===== config.mk =====
export PLATFORM = sky130hd
export DESIGN_NAME = r16_fft_ctrl_flat
export DESIGN_NICKNAME = d
export VERILOG_FILES = /design/src/rtl/r16_fft_ctrl_if.sv /design/src/rtl/r16_fft_ctrl.sv /design/src/flat_wrapper.sv
export SDC_FILE = /design/constraint.sdc
export NUM_CORES = 1
export LEC_CHECK = 0
export ABC_CLOCK_PERIOD_IN_PS = 2100
export CORE_MARGIN = 3
export CORE_UTILIZATION = 40
export CTS_BUF_LIST = sky130_fd_sc_hd__clkbuf_8
export CTS_CLUSTER_SIZE = 12
export DETAILED_ROUTE_END_ITERATION = 12
export DONT_BUFFER_PORTS = 1
export HOLD_SLACK_MARGIN = 0.08
export MAX_ROUTING_LAYER = met4
export SLEW_MARGIN = 25
export SYNTH_ARGS = -nofsm -noshare
export SYNTH_HDL_FRONTEND = slang
export SYNTH_SLANG_ARGS = --single-unit

===== constraint.sdc =====
create_clock -name clk -period 2.1 [get_ports clk]
set_clock_uncertainty 0.1 [all_clocks]
set_input_delay 0.42 -clock clk [delete_from_list [all_inputs] [get_ports clk]]
set_output_delay 0.42 -clock clk [all_outputs]
set_load 0.005 [all_outputs]

===== src/rtl/r16_fft_ctrl_if.sv =====
// Control/handshake bundle between the FFT sequencer and its environment.
// The master modport is the environment side; the slave modport is the sequencer.
interface r16_fft_ctrl_if #(
    parameter int CNT_WIDTH = 15
);
    logic                 start;
    logic                 in_valid;
    logic                 in_ready;
    logic                 out_ready;
    logic                 AGU_en;
    logic                 rc_sel_out;
    logic                 wrfd_en_out;
    logic                 FFT_fin_out;
    logic                 busy;
    logic                 done;
    logic [2:0]           state_out;
    logic [CNT_WIDTH-1:0] phase_cnt;

    modport master (
        output start, in_valid, out_ready,
        input  in_ready, AGU_en, rc_sel_out, wrfd_en_out, FFT_fin_out,
        input  busy, done, state_out, phase_cnt
    );

    modport slave (
        input  start, in_valid, out_ready,
        output in_ready, AGU_en, rc_sel_out, wrfd_en_out, FFT_fin_out,
        output busy, done, state_out, phase_cnt
    );
endinterface


===== src/rtl/r16_fft_ctrl.sv =====
// Radix-16 FFT sequencer: LOAD samples, run the AGU FFT pass, drain the
// butterfly pipeline, then read results out through the AGU in rc_sel mode.
module r16_fft_ctrl #(
    parameter int N_POINTS   = 4096,
    parameter int FFT_CYCLES = 16432,
    parameter int PIPE_DEPTH = 48,
    parameter int CNT_WIDTH  = 15
) (
    input  logic          clk,
    input  logic          rst,
    r16_fft_ctrl_if.slave bus
);

    typedef enum logic [2:0] {
        S_IDLE   = 3'd0,
        S_LOAD   = 3'd1,
        S_FFT    = 3'd2,
        S_DRAIN  = 3'd3,
        S_UNLOAD = 3'd4,
        S_DONE   = 3'd5
    } state_t;

    // Terminal counts, zero-extended to the counter width.
    localparam logic [CNT_WIDTH-1:0] LOAD_LAST   = CNT_WIDTH'(N_POINTS - 1);
    localparam logic [CNT_WIDTH-1:0] FFT_LAST    = CNT_WIDTH'(FFT_CYCLES - 1);
    localparam logic [CNT_WIDTH-1:0] DRAIN_LAST  = CNT_WIDTH'(PIPE_DEPTH - 1);
    localparam logic [CNT_WIDTH-1:0] UNLOAD_LAST = CNT_WIDTH'(N_POINTS);

    state_t               state;
    state_t               state_nx;
    logic [CNT_WIDTH-1:0] cnt;
    logic [CNT_WIDTH-1:0] cnt_nx;

    logic in_ready_c;
    logic agu_en_c;
    logic rc_sel_c;
    logic wrfd_en_c;
    logic fft_fin_c;
    logic busy_c;
    logic done_c;

    always_ff @(posedge clk) begin
        if (rst) begin
            state <= S_IDLE;
            cnt   <= '0;
        end else begin
            state <= state_nx;
            cnt   <= cnt_nx;
        end
    end

    // Handshakes: an input beat is in_valid & in_ready (LOAD only); an output
    // beat is out_ready while in UNLOAD. A stalled beat holds phase_cnt.
    always_comb begin
        state_nx   = state;
        cnt_nx     = cnt;
        in_ready_c = 1'b0;
        agu_en_c   = 1'b0;
        rc_sel_c   = 1'b0;
        wrfd_en_c  = 1'b0;
        fft_fin_c  = 1'b0;
        busy_c     = 1'b0;
        done_c     = 1'b0;

        case (state)
            S_IDLE: begin
                if (bus.start) begin
                    state_nx = S_LOAD;
                    cnt_nx   = '0;
                end
            end

            S_LOAD: begin
                busy_c     = 1'b1;
                in_ready_c = 1'b1;
                wrfd_en_c  = bus.in_valid;
                if (bus.in_valid) begin
                    if (cnt == LOAD_LAST) begin
                        state_nx = S_FFT;
                        cnt_nx   = '0;
                    end else begin
                        cnt_nx = cnt + 1'b1;
                    end
                end
            end

            S_FFT: begin
                busy_c   = 1'b1;
                agu_en_c = 1'b1;
                if (cnt == FFT_LAST) begin
                    state_nx = S_DRAIN;
                    cnt_nx   = '0;
                end else begin
                    cnt_nx = cnt + 1'b1;
                end
            end

            S_DRAIN: begin
                busy_c    = 1'b1;
                fft_fin_c = 1'b1;
                if (cnt == DRAIN_LAST) begin
                    state_nx = S_UNLOAD;
                    cnt_nx   = '0;
                end else begin
                    cnt_nx = cnt + 1'b1;
                end
            end

            // N_POINTS+1 beats: the extra beat lets the AGU counter wrap to 0.
            S_UNLOAD: begin
                busy_c    = 1'b1;
                fft_fin_c = 1'b1;
                rc_sel_c  = 1'b1;
                agu_en_c  = bus.out_ready;
                if (bus.out_ready) begin
                    if (cnt == UNLOAD_LAST) begin
                        state_nx = S_DONE;
                        cnt_nx   = '0;
                    end else begin
                        cnt_nx = cnt + 1'b1;
                    end
                end
            end

            S_DONE: begin
                busy_c   = 1'b1;
                done_c   = 1'b1;
                state_nx = S_IDLE;
                cnt_nx   = '0;
            end

            default: begin
                state_nx = S_IDLE;
                cnt_nx   = '0;
            end
        endcase
    end

    assign bus.in_ready    = in_ready_c;
    assign bus.AGU_en      = agu_en_c;
    assign bus.rc_sel_out  = rc_sel_c;
    assign bus.wrfd_en_out = wrfd_en_c;
    assign bus.FFT_fin_out = fft_fin_c;
    assign bus.busy        = busy_c;
    assign bus.done        = done_c;
    assign bus.state_out   = state;
    assign bus.phase_cnt   = cnt;

endmodule


===== src/flat_wrapper.sv =====
// flat-port wrapper written by rule: the top's interface ports become plain ports
module r16_fft_ctrl_flat 
#(
    parameter int N_POINTS   = 4096,
    parameter int FFT_CYCLES = 16432,
    parameter int PIPE_DEPTH = 48,
    parameter int CNT_WIDTH  = 15
)
  (clk, rst, bus_start, bus_in_valid, bus_out_ready, bus_in_ready, bus_AGU_en, bus_rc_sel_out, bus_wrfd_en_out, bus_FFT_fin_out, bus_busy, bus_done, bus_state_out, bus_phase_cnt);
  r16_fft_ctrl_if #(.CNT_WIDTH(CNT_WIDTH)) bus_i ();
  input  logic clk;
  input  logic rst;
  input wire logic [$bits(bus_i.start)-1:0] bus_start;
  input wire logic [$bits(bus_i.in_valid)-1:0] bus_in_valid;
  input wire logic [$bits(bus_i.out_ready)-1:0] bus_out_ready;
  output wire logic [$bits(bus_i.in_ready)-1:0] bus_in_ready;
  output wire logic [$bits(bus_i.AGU_en)-1:0] bus_AGU_en;
  output wire logic [$bits(bus_i.rc_sel_out)-1:0] bus_rc_sel_out;
  output wire logic [$bits(bus_i.wrfd_en_out)-1:0] bus_wrfd_en_out;
  output wire logic [$bits(bus_i.FFT_fin_out)-1:0] bus_FFT_fin_out;
  output wire logic [$bits(bus_i.busy)-1:0] bus_busy;
  output wire logic [$bits(bus_i.done)-1:0] bus_done;
  output wire logic [$bits(bus_i.state_out)-1:0] bus_state_out;
  output wire logic [$bits(bus_i.phase_cnt)-1:0] bus_phase_cnt;
  assign bus_i.start = bus_start;
  assign bus_i.in_valid = bus_in_valid;
  assign bus_i.out_ready = bus_out_ready;
  assign bus_in_ready = bus_i.in_ready;
  assign bus_AGU_en = bus_i.AGU_en;
  assign bus_rc_sel_out = bus_i.rc_sel_out;
  assign bus_wrfd_en_out = bus_i.wrfd_en_out;
  assign bus_FFT_fin_out = bus_i.FFT_fin_out;
  assign bus_busy = bus_i.busy;
  assign bus_done = bus_i.done;
  assign bus_state_out = bus_i.state_out;
  assign bus_phase_cnt = bus_i.phase_cnt;
  r16_fft_ctrl #(.N_POINTS(N_POINTS), .FFT_CYCLES(FFT_CYCLES), .PIPE_DEPTH(PIPE_DEPTH), .CNT_WIDTH(CNT_WIDTH)) u_core (.clk(clk), .rst(rst), .bus(bus_i));
endmodule

[After elaboration in Yosys (flattened, before gate mapping)]
Cells that the tools add are included.
Storage, ports and cells
  bits in registers: 18
  input bits: 5
  output and inout port bits: 25
  logic and storage cells: 47
Cells by class
  add/sub/neg operators: 1
  equal/unequal tests: 16
  multiplexer cells: 23
  reduce and logical (&&, ||, !) cells: 5
Operators by type and width (count)
  2-to-1 mux 15 bit: 7
  one-hot mux 15 bit (5 select lines): 1
  2-to-1 mux 3 bit: 7
  adder 15 x 1 -> 15 bit (second input constant): 1
  equality test 15 x 12 -> 1 bit (second input constant): 1
  equality test 15 x 13 -> 1 bit (second input constant): 1
  equality test 15 bit (second input constant): 1
  equality test 15 x 6 -> 1 bit (second input constant): 1
  one-hot mux 3 bit (5 select lines): 1
  != test 2 x 1 -> 1 bit (second input constant): 4
  AND reduction 7 bit: 1
  equality test 3 x 2 -> 1 bit (second input constant): 2
  equality test 3 bit (second input constant): 2
  2-to-1 mux 1 bit: 6
  != test 2 bit (second input constant): 3
  OR reduction 5 bit: 1
  equality test 3 x 1 -> 1 bit (second input constant): 1
  zero test 3 bit: 1
  AND reduction 3 bit: 1
  one-hot mux 1 bit (2 select lines): 1
  OR reduction 2 bit: 1

[Longest topological paths before layout]
Gate-level depths: netlist of run 1.
  word-level depth: 4
  gate-level depth with buffers: 8
  mapped depth without buffers: 7

[Least setup slack after synthesis of run 1]
Ideal clock, no wire load.
  kind: flip-flop to flip-flop
  start: register u_core.cnt[7], in the netlist u_core.bus.phase_cnt[7]
  end: register u_core.cnt[4], in the netlist u_core.bus.phase_cnt[4]
  setup time: 0.116 ns
  data arrival time: 1.916 ns
  required time: 1.884 ns
  setup slack: -0.032 ns
  stages on the path, launching flop included: 7
  path buffers: 1
  clock period less this slack: 2.132 ns
  cells stage by stage: dfxtp_1 or4_1 and2b_2 a31oi_1 nor4_4 buf_6 nor3_1
On the way
  longest elaborated chain between the ends: 4
  elaborated cells between the ends (all ways): 11
  those cells by class: 4 x eq/ne; 7 x mux
Ends and longest elaborated chain
  from (decl): RTL line r16_fft_ctrl.sv:31  | logic [CNT_WIDTH-1:0] cnt;
  from (signal assigned): RTL line r16_fft_ctrl.sv:48  | cnt <= cnt_nx;
  equality test 15 x 13 -> 1 bit / equality test 15 x 12 -> 1 bit (equally long branches): RTL line r16_fft_ctrl.sv:116, r16_fft_ctrl.sv:78
  2-to-1 mux 15 bit (on tied branches): RTL line r16_fft_ctrl.sv:116, r16_fft_ctrl.sv:78
  2-to-1 mux 15 bit (on tied branches): RTL line r16_fft_ctrl.sv:115, r16_fft_ctrl.sv:77
  one-hot mux 15 bit (5 select lines) (*): RTL line r16_fft_ctrl.sv:65  | case (state)
Mark *: on every way between the ends. The rest lies on a longest branch, timed or not. The select of a mux whose other input is x is not followed.
A chain may end at the register's enable or synchronous reset.

[Worst setup path in the final report of run 1]
  start: register u_core.cnt[11], in the netlist u_core.bus.phase_cnt[11]
  end: register u_core.state[2], in the netlist u_core.bus.state_out[2]
On the way
  longest elaborated chain between the ends: 3
  elaborated cells between the ends (all ways): 9
  those cells by class: 8 x eq/ne; 1 x reduce/logical
Ends and longest elaborated chain
  equality test 15 x 13 -> 1 bit (tied with other cells): RTL line r16_fft_ctrl.sv:116  | if (cnt == UNLOAD_LAST) begin
  != test 2 x 1 -> 1 bit (no line)
  AND reduction 7 bit (no line) (*)
  to (signal assigned): RTL line r16_fft_ctrl.sv:47  | state <= state_nx;
  to (decl): RTL line r16_fft_ctrl.sv:29  | state_t state;
Mark *: on every way between the ends. The rest lies on a longest branch, timed or not.

==> run metrics, run 1 <==
Arr. time, crit path=2.17 ns; leakage=0.501 nW; unrepaired setup endpoints after global routing=true; setup total negative slack=0 ns; Max Slew Vio Count=0; Hold Crit Class=input port to flop; DRC Markers=0; layout cells sized above 1=0.276; Final Setup Violations=0; area of the core=2540 um2; Final #Nets=153; routed length on met3=166 um; antenna violations before repair=0; Die Area=3410 um2; met2 wire len=1.42 mm; num rows=18; Iter 0 DRT Violations=30; Die Y=58.4 um; peak fanout along the critical path=3; Post-synth top flop=dfxtp_1; diodes inserted=0; # clock sinks=18; Crit path largest cell delay=0.52 ns; Startpoint Class=flop; GPL Wtd Cong=0.835; Final ANT Viol Nets=0; Synth Net Count=133; Cells after DPL=171; cells on worst reg2reg path=6; WL/cell=16.7 um; final worst path period need=2.08 ns; crit path from=u_core.bus.phase_cnt[11]$_SDFFE_PP0P_; Mean Syn Cell Area=8.72 um2; Area Growth Syn to Fin=22.7%; Crit-path slowest cell=or4_4; PwrDens=639 nW/um2; routed metal-1 wirelength=1.31 mm; Finished Core Util=0.529; PortBufs=0; area occupied by multi-input gates=717 um2; GR Overflow Total=0; Clock transition at path regs=0.07 ns; Seq/Total Area, Yosys=0.328; EDFF count, synth=0; Cell Area, Synth=1100 um2; worst r2r src=u_core.bus.phase_cnt[11]$_SDFFE_PP0P_; Worst VDD drop=0.000423 V; max frequency=480 MHz; status=finished, final reports clean; stages on the worst setup path=6; Critical Path, Cell by Cell=or4_4 -> and2b_2 -> a31oi_4 -> nor4_4 -> buf_4 -> mux2i_1; Synth async-reset ratio=0; IO Pins=30; fin area=1350 um2; Period Utilization, post-route=0.992; Buf+Inv Stages, Crit Path=1; Synth area leader=dfxtp_1; CTS Buf Count=3; Mapped Cells=126; routed vias=1017; Worst EP required=2.19 ns; Seq. cell area=365 um2; largest net degree at the start of global routing=16; end of the critical path=u_core.bus.state_out[2]$_SDFFE_PP0P_; Slew @ Worst Pin=0.350 ns; Crit Path Class=flop to flop; Die X=58.4 um; Global Route Usage Sum=0.185; max layer used=met4; Reg2Reg Setup Slack=0.02 ns; vias per cell=5.81; Detailed Route WL=2.92 mm; CTS Hold Bufs=0; Max Root-Sink Buffers=2; post-synth cell types=38; r2r endpoint=u_core.bus.state_out[2]$_SDFFE_PP0P_; CTS tree=yes; cell family with most CP delay=simple AND/OR/NAND/NOR gates; H-tree Lvls=1; area share of the largest cell type after synthesis=0.328; synth warn=0; Area after DPL=1250 um2; Initial Util=0.432; first-pass GRT wire length=4.68 mm; fillers=245; clock root cell=clkbuf_8; count leader, synth=nor3_1; drt first pass iters=4; main area contributors after synthesis=dfxtp_1, nor3_1, xor2_1, nand2_1, mux2i_1; Detailed Place HPWL=2.18 mm; Synth top cells by count=nor3_1, dfxtp_1, nand2_1; Fin. Hold Viols=0; worst-case headroom to the max-slew limit=0.765; Skew-Pair Late Insertion Delay=0.25 ns; post-synthesis register bit count=18; final cell count without fillers=175; Crit. End Element=flop; vias in the first global route=1020; maxcap violations=0
-- through the flow --
stage / setup slack (ns) / hold slack, ns / total power [mW]
after global placement: 0.114 / 0.394 / 0.571
final: 0.0162 / 0.131 / 0.861
after CTS: 0.0292 / 0.130 / 0.863
after floorplan: -0.0226 / 0.389 / 0.517
after global routing: -0.0944 / 0.127 / 0.905
after detailed placement: 0.0542 / 0.406 / 0.575
-- cells in the final DEF, fill, tap and decap left out, types with 3 or more instances in the layout --
| cell | count |
|---|---|
| buf_4 | 21 |
| clkbuf_8 | 4 |
| dfxtp_1 | 14 |
| dfxtp_2 | 4 |
| inv_1 | 4 |
| mux2i_1 | 5 |
| nand2_1 | 14 |
| nor2_1 | 5 |
| nor3_1 | 18 |
| o2111ai_1 | 4 |
| o211ai_1 | 3 |
| xnor2_1 | 3 |
| xor2_1 | 11 |
-- sequential cells by signal, summed over array words and instances, names as in the netlist --
name / count
u_core.bus.phase_cnt: 15
u_core.bus.state_out: 3
-- report_power, final --
group | internal, mW | leakage (nW) | switching (mW)
registers | 0.351 | 0.147 | 0.0162
clock network | 0.167 | 0.0288 | 0.124
logic | 0.0907 | 0.325 | 0.113
-- cells by family after synthesis --
kind of cell	after synthesis	synth area share
simple gates	59	0.308
xor+xnor	14	0.112
buf+inv	10	0.0695
mux	5	0.0456
fa+ha+maj	2	0.0228
compound gates	18	0.115
flops	18	0.328
-- worst min-delay path by stage --
| stage | startpoint | endpoint | slack, ns | cells past startpoint |
|---|---|---|---|---|
| 5_1_grt | rst | u_core.bus.state_out[1]$_SDFFE_PP0P_ | 0.13 | 1 |
| 6_report | rst | u_core.bus.state_out[1]$_SDFFE_PP0P_ | 0.13 | 1 |
| 4_1_cts | rst | u_core.bus.state_out[1]$_SDFFE_PP0P_ | 0.13 | 1 |
| 3_5_place_dp | rst | u_core.bus.state_out[1]$_SDFFE_PP0P_ | 0.41 | 1 |
| 2_1_floorplan | rst | u_core.bus.state_out[1]$_SDFFE_PP0P_ | 0.39 | 1 |
| 3_3_place_gp | rst | u_core.bus.state_out[1]$_SDFFE_PP0P_ | 0.39 | 1 |
-- area by class of cell --
cell class,instances,area share
Timing Repair Buffer,21,0.117
Sequential cell,18,0.271
Inverter,4,0.0111
Multi-Input combinational cell,98,0.532
Clock buffer,4,0.0409
Tap cell,30,0.0279
-- layer usage --
metal	vias to the layer above	global-route usage
li1	499	-
met1	483	0.230
met2	33	0.295
met3	2	0.0373
met4	0	0.0695
met5	-	-
-- repair_timing --
item,4_1_cts,5_1_grt
endpoints found under the setup margin,0,17
resized for setup,0,8
buffers inserted,0,0
(Power assumes the default switching activity.)
==> inputs of run 2 (changes only) <==
--- a/config.mk
+++ b/config.mk
@@ -5,11 +5,11 @@
 export SDC_FILE = /design/constraint.sdc
 export NUM_CORES = 1
 export LEC_CHECK = 0
-export ABC_CLOCK_PERIOD_IN_PS = 2100
+export ABC_CLOCK_PERIOD_IN_PS = 2400
 export CORE_MARGIN = 3
 export CORE_UTILIZATION = 40
 export CTS_BUF_LIST = sky130_fd_sc_hd__clkbuf_8
-export CTS_CLUSTER_SIZE = 12
+export CTS_CLUSTER_SIZE = 20
 export DETAILED_ROUTE_END_ITERATION = 12
 export DONT_BUFFER_PORTS = 1
 export HOLD_SLACK_MARGIN = 0.08
==> constraint.sdc (replaced) <==
create_clock -name clk -period 2.4 [get_ports clk]
set_clock_uncertainty 0.1 [all_clocks]
set_input_delay 0.48 -clock clk [delete_from_list [all_inputs] [get_ports clk]]
set_output_delay 0.48 -clock clk [all_outputs]
set_load 0.005 [all_outputs]
==> run 2 against run 1 <==
Compared with the run above: power down 17%; die area unchanged; design area down 12%; hold slack better by 0.048 ns; core utilization down 6.5 points; clock power down 14%; largest power group unchanged; critical path depth unchanged; critical path type unchanged; critical endpoint is now u_core.bus.phase_cnt[1]$_SDFFE_PP0P_; final cell count down 8.0%; flip-flop and latch count unchanged; non-clock buffer count down 14; via count down 7.4%; maximum frequency down 3.7%.
==> run metrics, run 2 (same netlist as run 1, synthesis figures left out) <==
Critical Path, Cell by Cell=or4_1 -> and2b_2 -> a31oi_1 -> nor4_4 -> buf_4 -> nor3_1; antenna violations before repair=0; PortBufs=0; maxcap violations=0; largest net degree at the start of global routing=19; CTS Hold Bufs=0; Die Area=3410 um2; GR Overflow Total=0; total power=718 uW; Period Utilization, post-route=0.902; Final #Nets=139; Crit. End Element=flop; peak fanout along the critical path=7; max FFs per register=15; Worst VDD drop=0.000317 V; WL/cell=15.7 um; Seq. cell area=360 um2; leakage=0.424 nW; Crit path largest cell delay=0.54 ns; routed vias=942; cell family with most CP delay=simple AND/OR/NAND/NOR gates; status=finished, final reports clean; commonest cells after routing, fill and taps aside=nor3_1, dfxtp_1, nand2_1; CTS tree=yes; Max Root-Sink Buffers=2; worst r2r src=u_core.bus.phase_cnt[7]$_SDFFE_PP0P_; Fin. Hold Viols=0; Crit Path Class=flop to flop; CTS Buf Count=3; Clock transition at path regs=0.07 ns; H-tree Lvls=1; Skew-Pair Late Insertion Delay=0.26 ns; GPL Wtd Cong=0.861; DRC Markers=0; Startpoint Class=flop; vias in the first global route=906; Reg2Reg Setup Slack=0.24 ns; Arr. time, crit path=2.21 ns; diodes inserted=0; Die X=58.4 um; vias per cell=5.85; unrepaired setup endpoints after global routing=false; post-CTS sizing=0; first-pass GRT wire length=4.26 mm; hold_sp=rst; Post-CTS Repair Setup Buffers=0; Hold Crit Class=input port to flop; Area Growth Syn to Fin=7.63%; Iter 0 DRT Violations=41; layout cells sized above 1=0.122; final worst path period need=2.16 ns; setup total negative slack=0 ns; Final ANT Viol Nets=0; most common cell after layout, fill and taps aside=nor3_1; Worst EP required=2.45 ns; Final Setup Violations=0; crit path from=u_core.bus.phase_cnt[7]$_SDFFE_PP0P_; Max Slew Vio Count=0; Detailed Place HPWL=1.83 mm; Buf+Inv Stages, Crit Path=1; worst-case headroom to the max-slew limit=0.597; # clock sinks=18; Die Y=58.4 um; fillers=259; num rows=18; area occupied by multi-input gates=662 um2; IO Pins=30; Global Route Usage Sum=0.174; PwrDens=607 nW/um2; max frequency=462 MHz; drt first pass iters=4; Crit-path slowest cell=or4_1; Initial Util=0.432; area of the core=2540 um2; clock root cell=clkbuf_8; Slew @ Worst Pin=0.599 ns; Detailed Route WL=2.53 mm
## run 2: changes by cell type in the layout (fill, tap and decap cells not counted), moves of 2 or more
cell	previous run	this run
a31oi_4	2	0
a31oi_1	1	3
buf_4	21	7
dfxtp_1	14	18
dfxtp_2	4	0
nor3_1	18	20
## run 2: power breakdown
part | switching [mW] | internal [mW] | total, mW
Combinational | 0.0837 | 0.0594 | 0.143
Sequential | 0.0204 | 0.307 | 0.327
Clock | 0.102 | 0.146 | 0.248
## run 2: path summary, 6_finish.rpt
check | endpoint | cells past startpoint
max | u_core.bus.phase_cnt[1]$_SDFFE_PP0P_ | 6
min | u_core.bus.state_out[1]$_SDFFE_PP0P_ | 1
max reg2reg | u_core.bus.phase_cnt[1]$_SDFFE_PP0P_ | 6
min reg2reg | u_core.bus.phase_cnt[6]$_SDFFE_PP0P_ | 2
## run 2: metrics by stage
stage	hold slack [ns]	instance area, um2	instances	util	setup slack [ns]
floorplan	0.449	1100	126	-	0.268
global placement	0.452	1130	157	0.443	0.266
detailed placement	0.455	1130	157	0.443	0.244
CTS	0.172	1180	161	0.465	0.224
global route	0.174	1180	161	0.465	0.0187
finish	0.179	1180	161	0.465	0.235
## run 2: routing by layer
metal	share of wire	GRT usage	vias to the layer above	wire, um
met3	0.080	0.0548	5	202
met2	0.41	0.230	27	1050
met4	0.030	0.119	0	75
met1	0.48	0.222	437	1200
met5	0	-	-	0
li1	-	-	473	-
## run 2: final cells by class
class                      instances  share of cell area
clock buffer                       4              0.0466
inverter                           4              0.0127
multi-input combinational         98               0.560
sequential                        18               0.305
tap                               30              0.0317
timing repair buffer               7              0.0444
==> inputs of run 3 (changes only) <==
--- a/config.mk
+++ b/config.mk
@@ -12,6 +12,7 @@
 export CTS_CLUSTER_SIZE = 20
 export DETAILED_ROUTE_END_ITERATION = 12
 export DONT_BUFFER_PORTS = 1
+export GPL_ROUTABILITY_DRIVEN = 0
 export HOLD_SLACK_MARGIN = 0.08
 export MAX_ROUTING_LAYER = met4
 export SLEW_MARGIN = 25
==> results of run 3 <==
Same layout as run 2: the final DEF is identical, and so are final timing and power.
